`src/rtl/cube_alu_pkg.sv`:
```
// cube_alu_iter shared types: opcodes, rotation axes, FSM states.
// Orientation field is ORI_W bits wide; codes 0..5 are legal faces.
package cube_alu_pkg;

  localparam int ORI_W = 3;

  typedef enum logic [3:0] {
    OP_NOP   = 4'd0,
    OP_INC   = 4'd1,
    OP_DEC   = 4'd2,
    OP_CHECK = 4'd3,
    OP_PASS  = 4'd4,
    OP_ROT   = 4'd5,
    OP_ADD   = 4'd6,
    OP_SUB   = 4'd7
  } op_e;

  typedef enum logic [1:0] {
    AX_RL = 2'd0,
    AX_UD = 2'd1,
    AX_FB = 2'd2
  } axis_e;

  typedef enum logic [1:0] {
    IDLE   = 2'd0,
    ROTATE = 2'd1,
    HOLD   = 2'd2
  } state_e;

endpackage

```
`src/rtl/cube_alu_iter_if.sv`:
```
// Request/response bundle for cube_alu_iter.
// CUBE_ALU_CARRY_EN adds the cf result flag.
interface cube_alu_iter_if #(
  parameter int DW = 8
);

  logic          in_valid;
  logic          in_ready;
  logic [3:0]    op;
  logic [1:0]    axis;
  logic [1:0]    turns;
  logic [DW-1:0] in0;
  logic [DW-1:0] in1;
  logic          out_valid;
  logic          out_ready;
  logic [DW-1:0] out;
  logic          zf;
  logic          err;
  logic          busy;
`ifdef CUBE_ALU_CARRY_EN
  logic          cf;

  modport master (
    output in_valid, op, axis, turns,
    output in0, in1, out_ready,
    input  in_ready, out_valid, out,
    input  zf, err, busy, cf
  );

  modport slave (
    input  in_valid, op, axis, turns,
    input  in0, in1, out_ready,
    output in_ready, out_valid, out,
    output zf, err, busy, cf
  );
`else
  modport master (
    output in_valid, op, axis, turns,
    output in0, in1, out_ready,
    input  in_ready, out_valid, out,
    input  zf, err, busy
  );

  modport slave (
    input  in_valid, op, axis, turns,
    input  in0, in1, out_ready,
    output in_ready, out_valid, out,
    output zf, err, busy
  );
`endif

endinterface

```
`src/rtl/cube_rot_step.sv`:
```
// One +90 degree die turn about an axis.
// Illegal axis or face code passes ori through.
module cube_rot_step
  import cube_alu_pkg::*;
(
  input  logic [1:0]       axis,
  input  logic [ORI_W-1:0] ori,
  output logic [ORI_W-1:0] nori,
  output logic             illegal
);

  always_comb begin
    nori    = ori;
    illegal = (axis == 2'd3) || (ori > 3'd5);
    if (!illegal) begin
      unique case (1'b1)
        (axis == AX_RL): begin
          case (ori)
            3'd0:    nori = 3'd2;
            3'd2:    nori = 3'd5;
            3'd5:    nori = 3'd4;
            3'd4:    nori = 3'd0;
            default: nori = ori;
          endcase
        end
        (axis == AX_UD): begin
          case (ori)
            3'd0:    nori = 3'd1;
            3'd1:    nori = 3'd5;
            3'd5:    nori = 3'd3;
            3'd3:    nori = 3'd0;
            default: nori = ori;
          endcase
        end
        (axis == AX_FB): begin
          case (ori)
            3'd1:    nori = 3'd4;
            3'd4:    nori = 3'd3;
            3'd3:    nori = 3'd2;
            3'd2:    nori = 3'd1;
            default: nori = ori;
          endcase
        end
        default: nori = ori;
      endcase
    end
  end

endmodule

```
`src/rtl/cube_alu_iter.sv`:
```
// Iterative ALU with die-rotation op, one quarter turn per clock.
// Optional carry flag output under CUBE_ALU_CARRY_EN.
module cube_alu_iter
  import cube_alu_pkg::*;
#(
  parameter int DW      = 8,
  parameter int ORI_LSB = 0
) (
  input logic            clk,
  input logic            rst_n,
  cube_alu_iter_if.slave bus
);

  state_e           state;
  logic [DW-1:0]    work;
  logic [DW-1:0]    nxt;
  logic [DW-1:0]    res_q;
  logic [DW-1:0]    nres;
  logic [1:0]       cnt;
  logic [1:0]       ax;
  logic             zf_q;
  logic             err_q;
  logic             vld_q;
  logic             nzf;
  logic             nerr;
  logic             rot_bad;
  logic             step_bad;
  logic [ORI_W-1:0] step_ori;
`ifdef CUBE_ALU_CARRY_EN
  logic             cf_q;
  logic             ncf;
`endif

  assign rot_bad = (bus.axis == 2'd3) ||
                   (bus.in0[ORI_LSB +: ORI_W] > 3'd5);

  cube_rot_step u_step (
    .axis    (ax),
    .ori     (work[ORI_LSB +: ORI_W]),
    .nori    (step_ori),
    .illegal (step_bad)
  );

  always_comb begin
    nxt = work;
    nxt[ORI_LSB +: ORI_W] = step_ori;
  end

  always_comb begin
    nres = '0;
    nzf  = 1'b0;
    nerr = 1'b0;
`ifdef CUBE_ALU_CARRY_EN
    ncf  = 1'b0;
`endif
    case (bus.op)
      OP_NOP: nres = '0;
      OP_INC: begin
`ifdef CUBE_ALU_CARRY_EN
        {ncf, nres} = {1'b0, bus.in0} +
                      {{DW{1'b0}}, 1'b1};
`else
        nres = bus.in0 + DW'(1);
`endif
      end
      OP_DEC: begin
        nres = bus.in0 - DW'(1);
`ifdef CUBE_ALU_CARRY_EN
        ncf  = (bus.in0 == '0);
`endif
      end
      OP_CHECK: begin
        nres = bus.in0;
        nzf  = (bus.in0 == bus.in1);
      end
      OP_PASS: nres = bus.in0;
      // only reaches here for turns=0 or an illegal rotation
      OP_ROT: begin
        nres = bus.in0;
        nerr = rot_bad;
      end
      OP_ADD: begin
`ifdef CUBE_ALU_CARRY_EN
        {ncf, nres} = {1'b0, bus.in0} +
                      {1'b0, bus.in1};
`else
        nres = bus.in0 + bus.in1;
`endif
      end
      OP_SUB: begin
        if (bus.in0 >= bus.in1)
          nres = bus.in0 - bus.in1;
        else
          nres = bus.in1 - bus.in0;
`ifdef CUBE_ALU_CARRY_EN
        ncf = (bus.in1 > bus.in0);
`endif
      end
      default: nerr = 1'b1;
    endcase
  end

  always_ff @(posedge clk or negedge rst_n) begin
    if (!rst_n) begin
      state <= IDLE;
      work  <= '0;
      res_q <= '0;
      cnt   <= '0;
      ax    <= '0;
      zf_q  <= 1'b0;
      err_q <= 1'b0;
      vld_q <= 1'b0;
`ifdef CUBE_ALU_CARRY_EN
      cf_q  <= 1'b0;
`endif
    end else begin
      unique case (state)
        IDLE: begin
          if (bus.in_valid) begin
            if (bus.op == OP_ROT && !rot_bad &&
                bus.turns != 2'd0) begin
              state <= ROTATE;
              work  <= bus.in0;
              cnt   <= bus.turns;
              ax    <= bus.axis;
            end else begin
              state <= HOLD;
              res_q <= nres;
              zf_q  <= nzf;
              err_q <= nerr;
              vld_q <= 1'b1;
`ifdef CUBE_ALU_CARRY_EN
              cf_q  <= ncf;
`endif
            end
          end
        end
        ROTATE: begin
          work <= nxt;
          cnt  <= cnt - 2'd1;
          if (cnt == 2'd1) begin
            state <= HOLD;
            res_q <= nxt;
            zf_q  <= 1'b0;
            err_q <= step_bad;
            vld_q <= 1'b1;
`ifdef CUBE_ALU_CARRY_EN
            cf_q  <= 1'b0;
`endif
          end
        end
        HOLD: begin
          if (bus.out_ready) begin
            state <= IDLE;
            vld_q <= 1'b0;
          end
        end
        default: state <= IDLE;
      endcase
    end
  end

  assign bus.in_ready  = (state == IDLE);
  assign bus.busy      = (state != IDLE);
  assign bus.out_valid = vld_q;
  assign bus.out       = res_q;
  assign bus.zf        = zf_q;
  assign bus.err       = err_q;
`ifdef CUBE_ALU_CARRY_EN
  assign bus.cf        = cf_q;
`endif

endmodule

```
`src/flat_wrapper.sv`:
```
// flat-port wrapper written by rule: the top's interface ports become plain ports
module cube_alu_iter_flat import cube_alu_pkg::*;
#(
  parameter int DW      = 8,
  parameter int ORI_LSB = 0
)
  (clk, rst_n, bus_in_valid, bus_op, bus_axis, bus_turns, bus_in0, bus_in1, bus_out_ready, bus_in_ready, bus_out_valid, bus_out, bus_zf, bus_err, bus_busy);
  cube_alu_iter_if #(.DW(DW)) bus_i ();
  input logic clk;
  input logic rst_n;
  input wire logic [$bits(bus_i.in_valid)-1:0] bus_in_valid;
  input wire logic [$bits(bus_i.op)-1:0] bus_op;
  input wire logic [$bits(bus_i.axis)-1:0] bus_axis;
  input wire logic [$bits(bus_i.turns)-1:0] bus_turns;
  input wire logic [$bits(bus_i.in0)-1:0] bus_in0;
  input wire logic [$bits(bus_i.in1)-1:0] bus_in1;
  input wire logic [$bits(bus_i.out_ready)-1:0] bus_out_ready;
  output wire logic [$bits(bus_i.in_ready)-1:0] bus_in_ready;
  output wire logic [$bits(bus_i.out_valid)-1:0] bus_out_valid;
  output wire logic [$bits(bus_i.out)-1:0] bus_out;
  output wire logic [$bits(bus_i.zf)-1:0] bus_zf;
  output wire logic [$bits(bus_i.err)-1:0] bus_err;
  output wire logic [$bits(bus_i.busy)-1:0] bus_busy;
  assign bus_i.in_valid = bus_in_valid;
  assign bus_i.op = bus_op;
  assign bus_i.axis = bus_axis;
  assign bus_i.turns = bus_turns;
  assign bus_i.in0 = bus_in0;
  assign bus_i.in1 = bus_in1;
  assign bus_i.out_ready = bus_out_ready;
  assign bus_in_ready = bus_i.in_ready;
  assign bus_out_valid = bus_i.out_valid;
  assign bus_out = bus_i.out;
  assign bus_zf = bus_i.zf;
  assign bus_err = bus_i.err;
  assign bus_busy = bus_i.busy;
  cube_alu_iter #(.DW(DW), .ORI_LSB(ORI_LSB)) u_core (.clk(clk), .rst_n(rst_n), .bus(bus_i));
endmodule
```
`config.mk`:
```
export PLATFORM = sky130hd
export DESIGN_NAME = cube_alu_iter_flat
export DESIGN_NICKNAME = d
export VERILOG_FILES = /design/src/rtl/cube_alu_pkg.sv /design/src/rtl/cube_alu_iter_if.sv /design/src/rtl/cube_rot_step.sv /design/src/rtl/cube_alu_iter.sv /design/src/flat_wrapper.sv
export SDC_FILE = /design/constraint.sdc
export NUM_CORES = 1
export LEC_CHECK = 0
export ABC_AREA = 1
export CAP_MARGIN = 15
export CORE_MARGIN = 1.5
export CORE_UTILIZATION = 30
export CTS_CLUSTER_SIZE = 10
export DETAILED_ROUTE_END_ITERATION = 6
export GPL_ROUTABILITY_DRIVEN = 0
export HOLD_SLACK_MARGIN = 0.15
export REMOVE_ABC_BUFFERS = 1
export SYNTH_ARGS = -nofsm -noshare
export SYNTH_HDL_FRONTEND = slang
export SYNTH_HIERARCHICAL = 1
export SYNTH_SLANG_ARGS = --single-unit
```
`constraint.sdc`:
```
create_clock -name clk -period 2.5 [get_ports clk]
set_clock_uncertainty 0.15 [all_clocks]
set_input_delay 0.5 -clock clk [delete_from_list [all_inputs] [get_ports clk]]
set_output_delay 0.5 -clock clk [all_outputs]
set_load 0.1 [all_outputs]
```
==> flow_summary.yaml, run 1 <==
outcome:
  status: "finished, final reports clean"
sta:
  min_period_ps: 2410
  fin_tns_setup_ps: 0
  slew_headroom_pct: 74.7
  min_period_over_period_pct: 96.4
  worst_slew_pin_slew_ps: 378
  drv_slew: 0
  fmax_ghz: 0.415
  setup_viol: 0
  hold_viol: 0
run:
  maxCapViolations: 0
worst_setup_path:
  crit_path_end: "u_core/bus.out[5]$_DFFE_PN0P_"
  rr_worst_depth: 10
  critPathKind: "in2reg"
  crit_chain: "clkdlybuf4s50_1, inv_1, ha_4, buf_4, a21oi_1, o21ai_0, buf_4, nand2_1, nand2_1, nand2_1, nand3_1, nand3_1, nand3_1, nand2_1, nand2_1"
  cp-startpoint: "bus_in0[2]"
  cp.buffers_inverters: 4
  rrSetupSlack_ps: 560
  regToRegStartpoint: "u_core/state[0]$_DFFE_PN0P_"
  critPathMaxFanout: 6
  startpoint_type: "input port"
  reg2reg_to: "u_core/bus.out[1]$_DFFE_PN0P_"
  crit_path_frequent_cell: "nand2_1"
  required_ps: 2520
  cp.arrival_ps: 2430
  end_kind: "register"
  slowest_delay_ps: 480
  critPathTopFamily: "buffers and inverters"
  slowest_stage: "clkdlybuf4s50_1"
  cp.depth: 15
final_layout:
  diodes: 0
  area_growth_syn_to_layout_pct: 45.2
  fillers: 934
  drive_gt1_share_pct: 28.4
  final_nets: 620
  instances_no_fill: 675
  design_area_um2: 4100
synth:
  ys.flop_type: "dfrtp_1"
  syn-mean-instance-area_um2: 6.26
  synth_cell_types: 40
  synthTopCellsByCount: "153 x nand2_1, 57 x inv_1, 37 x nand3_1, 37 x nor2_1, 29 x a21oi_1"
  synth_top_area_cell: "dfrtp_1"
  synth_edf_count: 0
  yosys-top-cells-area: "dfrtp_1 22%, nand2_1 20%, ha_1 11%"
  synth-seq-cells: 25
  synth_warnings: 6
  syn_area_um2: 2820
  synth_seq_area_share_pct: 22.2
  syn_inst: 451
  ys_async_sr_fraction_pct: 100
  synth.most_common_cell: "nand2_1"
  yosysTopAreaCellShare_pct: 22.2
routing:
  ant_nets: 0
  totalWireLength_mm: 8.41
  via_per_inst: 4.74
  vias: 3198
  drc: 0
  drtIter0Drc: 122
  routedWlPerCell_um: 12.5
  drtPass1Iterations: 4
clock_tree:
  cts_buffers: 3
  clock_latency_ps: 270
  clockBufferDepth: 2
  cts_tree: "done"
  postCtsHoldBufs: 0
  htree_num_levels: 1
  cts_root_buf: "clkbuf_8"
  numClockSinks: 25
  clk_pin_slew_ps: 90
floorplanning:
  die_y_um: 100
  start_util_pct: 30.7
  num_io_pins: 41
  coreArea_um2: 9200
  fp-row-count: 35
  die_w_um: 100
  design.die.area_um2: 10000
global_route:
  grt_pass1_wl_mm: 14.0
  grt.total_usage_pct: 17.3
  grt_max_degree: 26
  gr-total-overflow: 0
  grt_pass1_vias: 3132
  antenna_found_initial: 0
place:
  io_buffers: 40
  dp_hpwl_mm: 6.90
  dp_cells: 665
  place_area_um2: 3810
power:
  p_leak_nw: 2.21
  powerDensity_nw_per_um2: 798
  vdd_drop_max_mv: 0.405
  power_w: 0.00327
hold_path:
  holdCritPathClass: "reg2reg"
power by group:
group | total [W] | switching, W | internal, W
clock | 0.000245 | 0.000131 | 0.000114
sequential | 0.000711 | 0.000148 | 0.000563
combinational | 0.00231 | 0.00158 | 0.000730
total | 0.00327 | 0.00186 | 0.00141
sequential cells by signal (all words and copies together), names as in the netlist:
| signal | count |
|---|---|
| u_core/ax | 2 |
| u_core/bus.err | 1 |
| u_core/bus.out | 8 |
| u_core/bus.out_valid | 1 |
| u_core/bus.zf | 1 |
| u_core/cnt | 2 |
| u_core/state | 2 |
| u_core/work | 8 |
per-layer routing:
layer	up-vias	share of wire [%]	GRT usage [%]
met1	1461	45	21.5
met4	0	1.9	5.42
met3	14	3.1	1.81
li1	1661	-	-
met5	-	0	0
met2	62	50	31.3
worst min-delay path by stage:
stage                                     startpoint                               end  slack [ps]  depth (start not counted)
finish                    u_core/work[7]$_DFFE_PN0P_        u_core/work[7]$_DFFE_PN0P_         340                          2
global route        u_core/bus.out_valid$_DFFE_PN0P_  u_core/bus.out_valid$_DFFE_PN0P_         370                          2
CTS                       u_core/work[7]$_DFFE_PN0P_        u_core/work[7]$_DFFE_PN0P_         340                          2
detailed placement        u_core/work[7]$_DFFE_PN0P_        u_core/work[7]$_DFFE_PN0P_         320                          2
global placement    u_core/bus.out_valid$_DFFE_PN0P_  u_core/bus.out_valid$_DFFE_PN0P_         310                          2
floorplan                                      rst_n          u_core/ax[0]$_DFFE_PN0P_          50                          0
layout by cell type (no fill, tap or decap), drive strengths merged, types with 5 or more instances in the layout:
master and instances:
a21oi 31, a31oi 5, buf 90, clkdlybuf4s50 16, dfrtp 25, dlygate4sd2 5
dlymetal6s2s 6, ha 24, inv 68, nand2 159, nand3 37, nor2 45
o21ai 17, o31ai 6
tightest hold or removal path, delay by kind of cell (launching register included):
kind,cells,cell delay [ps]
AO/OA/AOI/OAI,1,50
AND/OR/NAND/NOR,1,60
flip-flops,1,350
through the flow:
step	hold slack (ps)	worst slack, ps	util (%)
5_1_grt	368	-22.8	44.6
6_report	342	88.9	44.6
3_5_place_dp	320	-433	41.4
2_1_floorplan	54.4	-391	-
4_1_cts	344	-20.1	42.3
3_3_place_gp	312	-449	41.4
layout make-up:
class                      instances  area, um^2  area share (%)
multi-input combinational        349        2070            50.5
clock buffer                       4        45.0            1.10
sequential                        25         626            15.3
inverter                          69         262            6.38
tap                              111         139            3.39
timing repair buffer             117         958            23.4
what timing repair did:
| action | in CTS | in global routing |
|---|---|---|
| resized for setup | 16 | 38 |
| pin swaps | 6 | 10 |
| setup buffers | 1 | 5 |
| cloned | 0 | 0 |
| endpoints found under the setup margin | 7 | 7 |
cell families (layout without fill, tap and decap cells):
logic type | Yosys count | count (layout) | synth area share, %
xor+xnor | 5 | 5 | 1.55
flops | 25 | 25 | 22.2
compound gates | 65 | 65 | 13.5
fa+ha+maj | 27 | 27 | 12.8
buf+inv | 77 | 190 | 11.0
simple gates | 252 | 252 | 39.0
Power figures use the tool's default switching activity.
==> run 2: changes to the inputs <==
- CELL_PAD_IN_SITES_DETAIL_PLACEMENT: unset -> 0
- CELL_PAD_IN_SITES_GLOBAL_PLACEMENT: unset -> 1
- PLACE_DENSITY_LB_ADDON: unset -> 0.1
==> flow_summary.yaml, run 2 (synthesized netlist as in run 1, its figures left out) <==
final_layout:
  diodes: 0
  design_area_um2: 4140
  area_growth_syn_to_layout_pct: 46.7
  instances_no_fill: 672
  final_nets: 617
  mostFrequentLayoutCell: "nand2_1"
  drive_gt1_share_pct: 30.5
  fin_util_pct: 45.0
  mostFrequentLayoutCells: "142 x nand2_1, 86 x buf_4, 53 x inv_1, 34 x nor2_1, 32 x nand3_1"
worst_setup_path:
  critPathKind: "in2reg"
  slowest_stage: "clkdlybuf4s50_1"
  slowest_delay_ps: 500
  cp.buffers_inverters: 3
  cp.arrival_ps: 2410
  required_ps: 2510
  critPathMaxFanout: 6
  end_kind: "register"
  startpoint_type: "input port"
  critPathTopFamily: "simple AND/OR/NAND/NOR gates"
  crit_path_frequent_cell: "nand2_1"
  crit_chain: "clkdlybuf4s50_1, inv_2, fa_2, nand3_1, nand3_2, nand2_2, nand2_1, nor2_4, buf_4, nand2_1, nand3_1, nand2_1, nand2_1, a21boi_1"
sta:
  grt_setup_unrepaired: "true"
  setup_viol: 0
  hold_viol: 0
  holdWs_ps: 333
  min_period_over_period_pct: 96.2
  slew_headroom_pct: 73.7
  drv_slew: 0
  worst_slew_pin_slew_ps: 393
  min_period_ps: 2400
  fmax_ghz: 0.416
floorplanning:
  die_y_um: 100
  fp-row-count: 35
  die_w_um: 100
  num_io_pins: 41
  start_util_pct: 30.7
  design.die.area_um2: 10000
  coreArea_um2: 9200
clock_tree:
  cts_tree: "done"
  cts_root_buf: "clkbuf_8"
  numClockSinks: 25
  clock_latency_ps: 270
  clk_pin_slew_ps: 90
  clockBufferDepth: 2
  postCtsHoldBufs: 0
  cts_buffers: 3
  htree_num_levels: 1
routing:
  drtIter0Drc: 102
  via_per_inst: 4.68
  drtPass1Iterations: 4
  vias: 3148
  ant_nets: 0
  routedWlPerCell_um: 13.5
  totalWireLength_mm: 9.05
  drc: 0
global_route:
  grt_pass1_wl_mm: 14.3
  grt_pass1_vias: 2966
  grt_util_met2_pct: 32.3
  grt.busiest_layer: "met2"
  grt.total_usage_pct: 18.0
  grt_util_met1_pct: 24.0
  gr-total-overflow: 0
  antenna_found_initial: 0
  grt_max_degree: 26
  use_met3_pct: 1.04
power:
  power_w: 0.00327
  vdd_drop_max_mv: 0.507
  powerDensity_nw_per_um2: 789
  p_leak_nw: 2.18
run:
  maxCapViolations: 0
hold_path:
  holdCritPathClass: "reg2reg"
place:
  dp_hpwl_mm: 7.42
  place_area_um2: 3820
  io_buffers: 40
  dp_cells: 665
outcome:
  status: "finished, final reports clean"
==> run 2: cell types whose count changed in the layout (fill, tap and decap cells not counted), sizes merged <==
| cell | delta |
|---|---|
| inv | -1 |
| dlymetal6s2s | -4 |
| clkdlybuf4s50 | +2 |
| dlygate4sd2 | +1 |
| buf | -3 |
| clkinv | +2 |
==> run 2: worst register-to-register path, cell delays in order, from the launching register on <==
cell	delay (ps)
dfrtp_1	430
inv_2	170
nor2_4	50
inv_2	190
nor2_1	70
inv_1	50
nand3_1	70
nor2_2	180
nand2_4	180
nor2_1	220
nand2_1	80
nand2_1	50
==> run 2: through the flow <==
| stage | setup WS (ps) | setup TNS, ps |
|---|---|---|
| global route | -46.8 | -161 |
| finish | 95.8 | 0 |
| detailed placement | -543 | -3560 |
| floorplan | -391 | -5370 |
| global placement | -545 | -3300 |
| CTS | 5.59 | 0 |
==> run 2: final timing paths <==
kind / from / end / slack, ps / depth (start not counted)
min reg2reg: u_core/bus.out_valid$_DFFE_PN0P_ / u_core/bus.out_valid$_DFFE_PN0P_ / 330 / 2
max: bus_in1[1] / u_core/bus.out[2]$_DFFE_PN0P_ / 100 / 14
min: u_core/bus.out_valid$_DFFE_PN0P_ / u_core/bus.out_valid$_DFFE_PN0P_ / 330 / 2
max in group asynchronous: rst_n / u_core/work[3]$_DFFE_PN0P_ / 1500 / 2
min in group asynchronous: rst_n / u_core/bus.out[1]$_DFFE_PN0P_ / 450 / 2
max reg2reg: u_core/state[0]$_DFFE_PN0P_ / u_core/bus.out[7]$_DFFE_PN0P_ / 550 / 11
==> run 2: power by group <==
group / switching [W] / total [W] / internal (W)
sequential: 0.000149 / 0.000712 / 0.000563
combinational: 0.00160 / 0.00231 / 0.000717
clock: 0.000131 / 0.000242 / 0.000111
==> run 2: layout make-up <==
cell class | instances | area (um^2)
sequential | 25 | 626
multi-input combinational | 349 | 2140
tap | 111 | 139
fill | 981 | 5060
clock inverter | 1 | 5.00
inverter | 69 | 264
timing repair buffer | 114 | 928
clock buffer | 3 | 41.3
==> run 2: per-layer routing <==
metal | up-vias | part of all wire [%]
met4 | 0 | 0.92
li1 | 1654 | -
met2 | 62 | 49
met3 | 10 | 2.4
met5 | - | 0
met1 | 1422 | 48
==> run 2: repair_timing <==
action	in CTS	in global routing
pin swaps	10	13
endpoints found under the setup margin	7	7
resized for setup	23	47
setup buffers	1	2
==> patch 1: new RTL, flow settings as in run 1 <==
Re-encode `state_e` (3 states) as one-hot, 3 bits wide.
--- a/src/rtl/cube_alu_pkg.sv
+++ b/src/rtl/cube_alu_pkg.sv
@@ -21,10 +21,10 @@
     AX_FB = 2'd2
   } axis_e;
 
-  typedef enum logic [1:0] {
-    IDLE   = 2'd0,
-    ROTATE = 2'd1,
-    HOLD   = 2'd2
+  typedef enum logic [2:0] {
+    IDLE   = 3'b001,
+    ROTATE = 3'b010,
+    HOLD   = 3'b100
   } state_e;
 
 endpackage
Behaviour: no difference found for any inputs over 10 cycles, from zero or initial values and one cycle with rst_n low; not proved beyond that.
==> patch 1 against run 1 <==
Synthesized area down 1.6%; routed wire length shrank 2.8%; critical path depth increased by 2; power down 3.2%; worst hold slack worse by 3.6 ps; critical path type unchanged; synthesized cell count is 1.3% lower; critical endpoint is now u_core/bus.out[2]; sequential cell count is 1 higher; design area up 0.61%; worst setup slack better by 23 ps; combinational power shrank 9.1%.
==> patch 1: results (changes against run 1) <==
| Metric | Value |
|---|---|
| Status | finished, final reports clean (unchanged) |
| CTS buffer count | 3 (unchanged) |
| Vias | 3193 (was 3198) |
| Layout cells sized above 1 | 29.6% (was 28.4%) |
| Worst VDD drop | 0.414 mV (was 0.405 mV) |
| H-tree levels | 1 (unchanged) |
| Worst R2R Path Depth | 8 (was 10) |
| Netlist cell types | 37 (was 40) |
| Worst Hold Class | reg2reg (unchanged) |
| Syn. warnings | 6 (unchanged) |
| Fillers | 915 (was 934) |
| Clock Tree Buf Depth | 2 (unchanged) |
| Port bufs | 40 (unchanged) |
| Crit path arrival time | 2390 ps (was 2430 ps) |
| Root buf cell | clkbuf_8 (unchanged) |
| N_diodes | 0 (unchanged) |
| Global-route wire length before repair | 13600 um (was 14000 um) |
| Final setup fails | 0 (unchanged) |
| Nets | 614 (was 620) |
| Initial antenna violation count | 0 (unchanged) |
| LEAKAGE | 2.18 nW (was 2.21 nW) |
| Post-DR wirelength/cell | 12.3 um (was 12.5 um) |
| Clk_lat worst skew | 270 ps (about the same) |
| Max-Slew Margin vs Limit | 76.9% (was 74.7%) |
| Crit path largest cell delay | 240 ps (was 480 ps) |
| Crit-path slowest cell | dlygate4sd2_1 (was clkdlybuf4s50_1) |
| Leading cell types by count after synthesis | nand2_1 (121), inv_1 (63), nor2_1 (55) (was nand2_1 (153), inv_1 (57), nand3_1 (37), nor2_1 (37), a21oi_1 (29)) |
| HPWL after DPL | 6600 um (was 6900 um) |
| WHS Path Cells | 2 (unchanged) |
| Vias in the first global route | 3088 (was 3132) |
| DR pass1 iterations | 4 (unchanged) |
| Clk slew on worst S/H paths | approximately 80 ps |
| Global-route total usage across every layer | 16.7% (was 17.3%) |
| Sequential share of the synthesized area | 23.5% (was 22.2%) |
| Top post-synthesis cells by area | dfrtp_1 (23%), nand2_1 (16%), ha_1 (11%) (was dfrtp_1 (22%), nand2_1 (20%), ha_1 (11%)) |
| Worst-path fanout max | 13 (was 6) |
| Initial DRC Count | 118 (was 122) |
| Largest net degree at the start of global routing | 27 (was 26) |
[patch 1: cell count changes after synthesis, sizes merged, moves of 4 or more]
cell          run 1  this run
nand3            37        41
buf               6         2
inv              68        73
nor2             45        59
o31ai             6         1
nand2           159       125
o21ai            17        22
[patch 1: path summary, 6_finish.rpt]
path                                         from                 to  slack, ps
worst max-delay path                    bus_op[2]  u_core/bus.out[2]        110
worst min-delay path            u_core/bus.out[5]  u_core/bus.out[5]        340
worst max register to register    u_core/state[0]  u_core/bus.out[2]        420
worst min register to register  u_core/bus.out[5]  u_core/bus.out[5]        340
max in group asynchronous                   rst_n    u_core/state[0]       1450
min in group asynchronous                   rst_n       u_core/ax[1]        440
[patch 1: worst max-delay path, delay by kind of cell]
kind,cells,cell delay (ps)
AO/OA/AOI/OAI,1,70
AND/OR/NAND/NOR,5,510
buffers and inverters,11,1300
[patch 1: per-layer routing]
layer | up-vias | track usage (%) | share of wire [%]
li1 | 1640 | - | -
met1 | 1478 | 21.7 | 46
met2 | 69 | 30.0 | 49
met3 | 6 | 2.18 | 4.4
met4 | 0 | 2.71 | 0.88
met5 | - | 0 | 0
[patch 1: report_power, final]
| group | total (mW) | switching [mW] | leakage, nW | internal [mW] |
|---|---|---|---|---|
| sequential | 0.712 | 0.131 | 0.321 | 0.581 |
| clock | 0.348 | 0.134 | 0.0357 | 0.214 |
| combinational | 2.10 | 1.42 | 1.82 | 0.688 |
| total | 3.16 | 1.68 | 2.18 | 1.48 |
[patch 1: final cells by class]
class                           count  area (um^2)  share of cell area [%]
Clock inverter                      1         30.0                   0.728
Multi-Input combinational cell    339         2020                    48.9
Sequential cell                    26          652                    15.8
Timing Repair Buffer              116          972                    23.6
Clock buffer                        3         41.3                    1.00
Tap cell                          108          135                    3.28
Inverter                           73          277                    6.71
[patch 1: repair_timing]
action,in CTS,in global routing
pin swaps,9,17
setup endpoints to repair,7,13
setup buffers,7,2
gates resized for setup,26,44
gates cloned,0,0
[patch 1: metrics by stage]
stage | TNS [ps] | hold WS, ps | instance area [um^2] | instances | setup WS, ps
after floorplan | -26720 | 54.4 | 2740 | 438 | -1550
after global placement | -3600 | 322 | 3770 | 653 | -454
after detailed placement | -3940 | 317 | 3770 | 653 | -548
after CTS | 0 | 341 | 3940 | 664 | 4.88
after global routing | -33.5 | 375 | 4120 | 666 | -14.5
final | 0 | 338 | 4120 | 666 | 112
[patch 1: cells by family after synthesis]
logic type / after synthesis / synth area share, %
compound gates: 65 / 12.8
xor+xnor: 5 / 1.58
fa+ha+maj: 27 / 13.0
buf+inv: 80 / 11.1
flops: 26 / 23.5
simple gates: 242 / 38.0
==> patch 2: new RTL, settings of run 1 <==
Without the edit above. `DW` is set to 8 in 3 places; all go to 12.
--- a/src/rtl/cube_alu_iter_if.sv
+++ b/src/rtl/cube_alu_iter_if.sv
@@ -1,7 +1,7 @@
 // Request/response bundle for cube_alu_iter.
 // CUBE_ALU_CARRY_EN adds the cf result flag.
 interface cube_alu_iter_if #(
-  parameter int DW = 8
+  parameter int DW = 12
 );
 
   logic          in_valid;
--- a/src/rtl/cube_alu_iter.sv
+++ b/src/rtl/cube_alu_iter.sv
@@ -3,7 +3,7 @@
 module cube_alu_iter
   import cube_alu_pkg::*;
 #(
-  parameter int DW      = 8,
+  parameter int DW      = 12,
   parameter int ORI_LSB = 0
 ) (
   input logic            clk,
--- a/src/flat_wrapper.sv
+++ b/src/flat_wrapper.sv
@@ -1,7 +1,7 @@
 // flat-port wrapper written by rule: the top's interface ports become plain ports
 module cube_alu_iter_flat import cube_alu_pkg::*;
 #(
-  parameter int DW      = 8,
+  parameter int DW      = 12,
   parameter int ORI_LSB = 0
 )
   (clk, rst_n, bus_in_valid, bus_op, bus_axis, bus_turns, bus_in0, bus_in1, bus_out_ready, bus_in_ready, bus_out_valid, bus_out, bus_zf, bus_err, bus_busy);
Interface: changed (resized bus_in0, bus_in1 and bus_out); port bits go from 41 to 53. The function was not compared with the original's and may differ.
==> patch 2 against run 1 <==
Worst setup slack got worse by 53 ps; utilization rose by 4.8 points; global-route usage rose by 2.7 points; power rose by 40%; first-iteration DRC count rose by 88%; register-to-register slack got worse by 150 ps; count of clock-buffer cells in the layout rose by 1; synthesized area rose by 45%; sequential cell count rose by 8; design area rose by 59%; worst hold slack got worse by 8.4 ps; maximum frequency fell by 2.2%; routed wire length rose by 72%; largest cell class unchanged; highest routed layer unchanged.
==> patch 2: results (changes against run 1) <==
| Metric | Value |
|---|---|
| Sequential share of the synthesized area | 20.2% (was 22.2%) |
| Root buf cell | clkbuf_16 (was clkbuf_8) |
| Largest net degree at the start of global routing | 34 (was 26) |
| LEAKAGE | 3.38 nW (was 2.21 nW) |
| H-tree levels | 2 (was 1) |
| Clk slew on worst S/H paths | 60 ps (was 90 ps) |
| Post-placement cell count | 987 (was 665) |
| Synth Area in Adders | 12.5% (was 12.8%) |
| Global-route wire length before repair | 23200 um (was 14000 um) |
| Worst VDD drop | 0.658 mV (was 0.405 mV) |
| DR pass1 iterations | 5 (was 4) |
| Netlist cell types | 42 (was 40) |
| Actual slew at the worst max-slew pin | 467 ps (was 378 ps) |
| Status | finished, final reports clean (unchanged) |
| Fillers | 1364 (was 934) |
| Vias in the first global route | 4813 (was 3132) |
| DRT Wirelength | 14400 um (was 8410 um) |
| CTS buffer count | 5 (was 3) |
| Syn Inst Count | 670 (was 451) |
| HPWL after DPL | 10900 um (was 6900 um) |
| Placed inst area | 5540 um^2 (was 3810 um^2) |
| Worst R2R Path Depth | 10 (unchanged) |
| Port bufs | 52 (was 40) |
| Synth Area in Compound Gates | 15.0% (was 13.5%) |
| Leading cell types by count after synthesis | nand2_1 (205), inv_1 (91), nand3_1 (64) (was nand2_1 (153), inv_1 (57), nand3_1 (37), nor2_1 (37), a21oi_1 (29)) |
| Worst-path fanout max | 2 (was 6) |
| Post-DR wirelength/cell | 14.1 um (was 12.5 um) |
| Crit path arrival time | 2520 ps (was 2430 ps) |
| Nets | 921 (was 620) |
-- patch 2: worst paths after layout --
path                            startpoint            endpoint  slack, ps
setup / recovery                 bus_op[3]      u_core/bus.err         40
hold / removal              u_core/work[5]      u_core/work[5]        330
setup reg to reg           u_core/state[0]  u_core/bus.out[10]        410
hold reg to reg             u_core/work[5]      u_core/work[5]        330
max in group asynchronous            rst_n   u_core/bus.out[2]       1400
min in group asynchronous            rst_n     u_core/work[10]        480
-- patch 2: logic make-up (layout without fill, tap and decap cells) --
group / count (synthesis) / count (layout)
compound gates: 106 / 106
simple gates: 358 / 358
flops: 33 / 33
xor+xnor: 14 / 14
buf+inv: 120 / 297
fa+ha+maj: 39 / 39
-- patch 2: cell type report --
type                            count  area (um^2)  share of cell area [%]
Multi-Input combinational cell    517         3380                    51.8
Sequential cell                    33          826                    12.6
Timing Repair Buffer              186         1570                    24.0
Clock inverter                      3         17.5                   0.268
Clock buffer                        5          125                    1.91
Tap cell                          176          220                    3.37
Inverter                          103          394                    6.03
-- patch 2: critical path: stages --
cell and delay, ps:
buf_6 80, inv_4 30, buf_4 110, buf_4 120, buf_4 120, buf_4 120, buf_4 120, buf_4 120
buf_4 120, buf_4 120, buf_4 120, buf_4 120, buf_4 120, buf_4 120, buf_4 120, buf_4 120
nand3_2 60, o21ai_1 60, o21ai_1 120
-- patch 2: layer usage --
layer / up-vias / wire (um) / GRT usage, %
met5: - / 0 / 0
li1: 2509 / - / -
met2: 124 / 6980 / 34.9
met3: 24 / 579 / 2.61
met4: 0 / 424 / 6.18
met1: 2232 / 6450 / 25.7
-- patch 2: where the power goes --
| part | leakage [nW] | internal, mW | switching (mW) |
|---|---|---|---|
| Sequential | 0.408 | 0.747 | 0.176 |
| Combinational | 2.90 | 1.03 | 2.04 |
| Clock | 0.0696 | 0.365 | 0.230 |
-- patch 2: repair_timing --
action                                  in CTS  in global routing
gates cloned                                 1                  0
endpoints found under the setup margin      11                 12
pin swaps                                   20                 50
resized for setup                           96                118
hold buffers                                 0                  0
buffers inserted                            19                  8
-- patch 2: stage by stage --
stage          worst slack (ps)  total power, mW  hold slack, ps
6_report                   35.7             4.59             333
2_1_floorplan              -572             2.93            54.4
3_3_place_gp               -738             3.77             318
4_1_cts                   -19.4             4.49             336
3_5_place_dp               -775             3.80             320
5_1_grt                   -69.0             4.89             355
